==> src/rtl/link_buffer_if.sv <==
// Link packet definition and the req/ack link interface
// shared by the combiner, link buffer and consumers.
package link_pkg;
   localparam int TIA_TAG_WIDTH  = 3;
   localparam int TIA_WORD_WIDTH = 32;

   typedef struct packed {
      logic [TIA_TAG_WIDTH-1:0]  tag;
      logic [TIA_WORD_WIDTH-1:0] data;
   } packet_t;
endpackage

interface link_if;
   import link_pkg::*;

   logic    req;
   logic    ack;
   packet_t packet;

   modport sender (
      output req,
      output packet,
      input  ack
   );

   modport receiver (
      input  req,
      input  packet,
      output ack
   );

   // Same roles under master/slave naming
   modport master (
      output req,
      output packet,
      input  ack
   );

   modport slave (
      input  req,
      input  packet,
      output ack
   );
endinterface

==> src/rtl/link_buffer.sv <==
// Elastic registered FIFO between the link combiner and its consumer;
// both handshakes are fully decoupled through registered state.
module link_buffer
   import link_pkg::*;
#(
   parameter int DEPTH       = 4,
   parameter int COUNT_WIDTH = $clog2(DEPTH + 1)
) (
   input  logic                   clock,
   input  logic                   reset_n,
   link_if.receiver               input_link,
   link_if.sender                 output_link,
   output logic [COUNT_WIDTH-1:0] occupancy
);

   localparam int PTR_WIDTH = $clog2(DEPTH);
   localparam logic [COUNT_WIDTH-1:0] FULL_COUNT =
      COUNT_WIDTH'(DEPTH);

   packet_t mem [DEPTH];

   logic [PTR_WIDTH-1:0]   wr_ptr;
   logic [PTR_WIDTH-1:0]   rd_ptr;
   logic [COUNT_WIDTH-1:0] count;

   logic full;
   logic empty;
   logic push;
   logic pop;

   assign full  = (count == FULL_COUNT);
   assign empty = (count == '0);

   // Ack is held low while in reset so nothing is accepted mid-reset
   assign input_link.ack = reset_n && !full;
   assign output_link.req = !empty;
   assign output_link.packet = empty ? '0 : mem[rd_ptr];
   assign occupancy = count;

   assign push = input_link.req && input_link.ack;
   assign pop  = output_link.req && output_link.ack;

   always_ff @(posedge clock) begin
      if (push) begin
         mem[wr_ptr] <= input_link.packet;
      end
   end

   always_ff @(posedge clock or negedge reset_n) begin
      if (!reset_n) begin
         wr_ptr <= '0;
         rd_ptr <= '0;
         count  <= '0;
      end else begin
         if (push) begin
            wr_ptr <= wr_ptr + PTR_WIDTH'(1);
         end
         if (pop) begin
            rd_ptr <= rd_ptr + PTR_WIDTH'(1);
         end
         unique case ({push, pop})
            2'b10:   count <= count + COUNT_WIDTH'(1);
            2'b01:   count <= count - COUNT_WIDTH'(1);
            default: count <= count;
         endcase
      end
   end

endmodule

==> src/flat_wrapper.sv <==
// flat-port wrapper written by rule: the top's interface ports become plain ports
module link_buffer_flat import link_pkg::*;
#(
   parameter int DEPTH       = 4,
   parameter int COUNT_WIDTH = $clog2(DEPTH + 1)
)
  (clock, reset_n, occupancy, input_link_req, input_link_packet, input_link_ack, output_link_req, output_link_packet, output_link_ack);
  link_if input_link_i ();
  link_if output_link_i ();
  input  logic clock;
  input  logic reset_n;
  output logic [COUNT_WIDTH-1:0] occupancy;
  input wire logic [$bits(input_link_i.req)-1:0] input_link_req;
  input wire logic [$bits(input_link_i.packet)-1:0] input_link_packet;
  output wire logic [$bits(input_link_i.ack)-1:0] input_link_ack;
  output wire logic [$bits(output_link_i.req)-1:0] output_link_req;
  output wire logic [$bits(output_link_i.packet)-1:0] output_link_packet;
  input wire logic [$bits(output_link_i.ack)-1:0] output_link_ack;
  assign input_link_i.req = input_link_req;
  assign input_link_i.packet = input_link_packet;
  assign input_link_ack = input_link_i.ack;
  assign output_link_req = output_link_i.req;
  assign output_link_packet = output_link_i.packet;
  assign output_link_i.ack = output_link_ack;
  link_buffer #(.DEPTH(DEPTH), .COUNT_WIDTH(COUNT_WIDTH)) u_core (.clock(clock), .reset_n(reset_n), .input_link(input_link_i), .output_link(output_link_i), .occupancy(occupancy));
endmodule
==> config.mk <==
export PLATFORM = sky130hd
export DESIGN_NAME = link_buffer_flat
export DESIGN_NICKNAME = d
export VERILOG_FILES = /design/src/rtl/link_buffer_if.sv /design/src/rtl/link_buffer.sv /design/src/flat_wrapper.sv
export SDC_FILE = /design/constraint.sdc
export NUM_CORES = 1
export LEC_CHECK = 0
export BUFFER_PORTS_ARGS = -buffer_cell sky130_fd_sc_hd__buf_2
export CAP_MARGIN = 20
export CORE_UTILIZATION = 51
export DETAILED_ROUTE_END_ITERATION = 10
export MAX_ROUTING_LAYER = met4
export PLACE_DENSITY = 0.8
export SYNTH_ARGS = -nofsm -noshare
export SYNTH_HDL_FRONTEND = slang
export SYNTH_SLANG_ARGS = --single-unit
==> constraint.sdc <==
create_clock -name clock -period 2.15 [get_ports clock]
set_input_delay 0 -clock clock [delete_from_list [all_inputs] [get_ports clock]]
set_output_delay 0 -clock clock [all_outputs]
set_load 0.005 [all_outputs]
==> results.yml <==
cts:
  post_cts_buffers: 0
  clock_sinks: 147
  cts_tree: "built"
  cts-buffers-inserted: 17
  max-clock-path-buffers: 2
  clk_latency_ps: 410
  root_buffer: "clkbuf_16"
  htree_levels: 4
  post_cts_resize_count: 0
  clk_pin_slew_ps: 50
synthesis:
  synthFlopType: "edfxtp_1"
  synth_area_per_cell_um2: 22.0
  synth-async-reset-ratio_pct: 4.76
  yosysWarnings: 0
  syn_inst: 262
  ys_ff_latch: 147
  synth_nets: 307
  synthTopCellsByArea: "edfxtp_1 73%, mux4_2 11%, and2_1 4.3%"
  synth_edf_count: 140
  synth_most_common_cell: "edfxtp_1"
  ys_types: 22
  synth_area_mm2: 0.00576
  yosysSeqAreaShare_pct: 76.0
  synth_common_cells: "140 x edfxtp_1, 40 x and2_1, 28 x mux4_2"
  yosysTopAreaCellShare_pct: 72.9
  yosys.area.top_type: "edfxtp_1"
global_route:
  track_usage_pct: 20.1
  grt_max_degree: 38
  grt_pass1_wl_mm: 16.0
  grt_pass1_vias: 3115
  grt-ovfl-total: 0
  antenna_found_initial: 0
worst_setup_path:
  crit_chain: "or3_1 > and2_1 > ha_1 > inv_1 > fa_1 > xor2_1 > nor2_1 > xor2_1"
  startpoint: "u_core.occupancy[0]"
  crit_fanout: 5
  r2r-start: "u_core.occupancy[0]"
  endpoint_kind: "flip-flop"
  slowest_stage: "dfrtp_1"
  critical_path_class: "reg2reg"
  crit_path_frequent_cell: "xor2_1"
  arrival_ps: 2270
  required_ps: 2440
  ff2ff_path_depth: 8
  cp_slowest_stage_delay_ps: 430
  start_kind: "flip-flop"
sta:
  relSlewSlack_pct: 76.8
  fin_crit_sh_pct: 91.9
  min_period_ps: 1980
  clock_skew_ps: 9.38
  setup_viol: 0
  rsz0062_at_grt: "false"
  finalSetupTns_ps: 0
  hold_viol: 0
  fmax_mhz: 506
  worst_pin_slew_ps: 347
  drv_slew: 0
  fin_ws_ps: 175
finish:
  final_nets: 443
  post-route-util_pct: 67.3
  syn_to_final_growth_pct: 27.7
  design_area_mm2: 0.00736
  antenna_cells: 0
  drive_gt1_share_pct: 37.0
  num-fill-cells: 728
routing:
  drc: 0
  drt_pass1_iterations: 4
  viasPerCell: 5.27
  postRouteAntennaNets: 0
  first_iter_violations: 177
  wl_mm: 10.4
  vias: 2905
  wire_per_inst_um: 18.8
placement:
  hpwl_mm: 5.88
  placed_area_mm2: 0.00640
  gp_congestion: 0.694
  place_ws_ps: 191
  io_buffers: 78
power_and_ir_drop:
  pwr_density_cell_mw_per_mm2: 1260
  p_leak_uw: 0.00265
  power.total_uw: 9250
  peakVddDrop_mv: 0.858
flow_run:
  maxCapViolations: 0
run_status:
  outcome: "completed"
floorplan:
  fp.dieH_um: 108
  io_pins: 79
  rows: 38
  die_w_um: 108
  start_util_pct: 52.7
  dieArea_mm2: 0.0117
  coreArea_mm2: 0.0109
min_path:
  hold_path.class: "in2reg"
  min_path_cells: 5
  hp-start: "input_link_req"
[metrics by stage]
step	cells	hold slack, ps
5_1_grt	551	154
2_1_floorplan	262	-296
6_report	551	123
3_3_place_gp	481	-149
3_5_place_dp	481	-147
4_1_cts	551	107
[cell type report]
type                    instances  area (um^2)  area share [%]
repair buffers                129          943            12.8
clock buffers                  21          440            5.98
inverters                       6         22.5           0.306
clock inverters                11          136            1.85
multi-input cells              97         1260            17.1
well taps                     140          175            2.38
flip-flops and latches        147         4380            59.5
[logic make-up (layout without fill, tap and decap cells)]
logic type,after synthesis,count (layout),share of synthesized area [%]
adders and majority gates,6,6,1.43
xor gates and xnor gates,6,6,0.912
and+or+nand+nor,46,46,4.80
DFF,147,147,76.0
AOI/OAI and AO/OA,3,3,0.304
buffers and inverters,18,167,2.26
muxes,36,36,14.3
[layer usage]
layer | GRT usage, % | up-vias | wire length, um
met5 | - | - | 0
met4 | 9.56 | 0 | 174
met1 | 22.4 | 1498 | 4180
met2 | 33.6 | 67 | 5630
met3 | 5.61 | 13 | 388
li1 | - | 1327 | -
[registers in the layout (all words and copies together), names as in the netlist]
signal and count:
u_core.rd_ptr 2, u_core.occupancy 3, u_core.mem 140, u_core.wr_ptr 2
[power by group]
group / internal (uW) / switching (uW) / total (uW)
sequential: 3520 / 154 / 3670
combinational: 1500 / 1230 / 2730
clock: 1810 / 1040 / 2850
total: 6830 / 2420 / 9250
[cells in the final DEF, fill, tap and decap left out, drive strengths merged]
master       Yosys  layout
mux2             1       1
nand2            2       2
inv              6       6
clkinv           0       6
buf              9      91
edfxtp         140     140
nor2             2       2
clkinvlp         0       2
bufinv           0       3
ha               5       5
o21ai            1       1
fa               1       1
or3              1       1
a21boi           1       1
dfrtp            7       7
and2            40      40
a21oi            1       1
nand3            1       1
clkbuf           3      21
mux4            35      35
dlygate4sd3      0      38
xor2             3       3
xnor2            3       3
[critical path: cells and delay by family, from the launching register on]
family	cells	cell delay [ps]
buffers and inverters	1	80
and+or+nand+nor	3	670
adders and majority gates	2	400
DFF	1	430
xor gates and xnor gates	2	280
[timing repair]
action                                  4_1_cts  5_1_grt
hold buffers                                 38        0
endpoints found under the setup margin        0        0
hold endpoints to repair                    149        0
[path summary, 6_finish.rpt]
kind,end,slack (ps)
hold / removal,u_core.wr_ptr[0],120
min in group asynchronous,u_core.occupancy[2],580
hold reg to reg,u_core.occupancy[2],540
setup / recovery,u_core.occupancy[2],170
setup reg to reg,u_core.occupancy[2],170
max in group asynchronous,u_core.rd_ptr[1],1300
No activity file was read; power rests on OpenSTA's default activity.
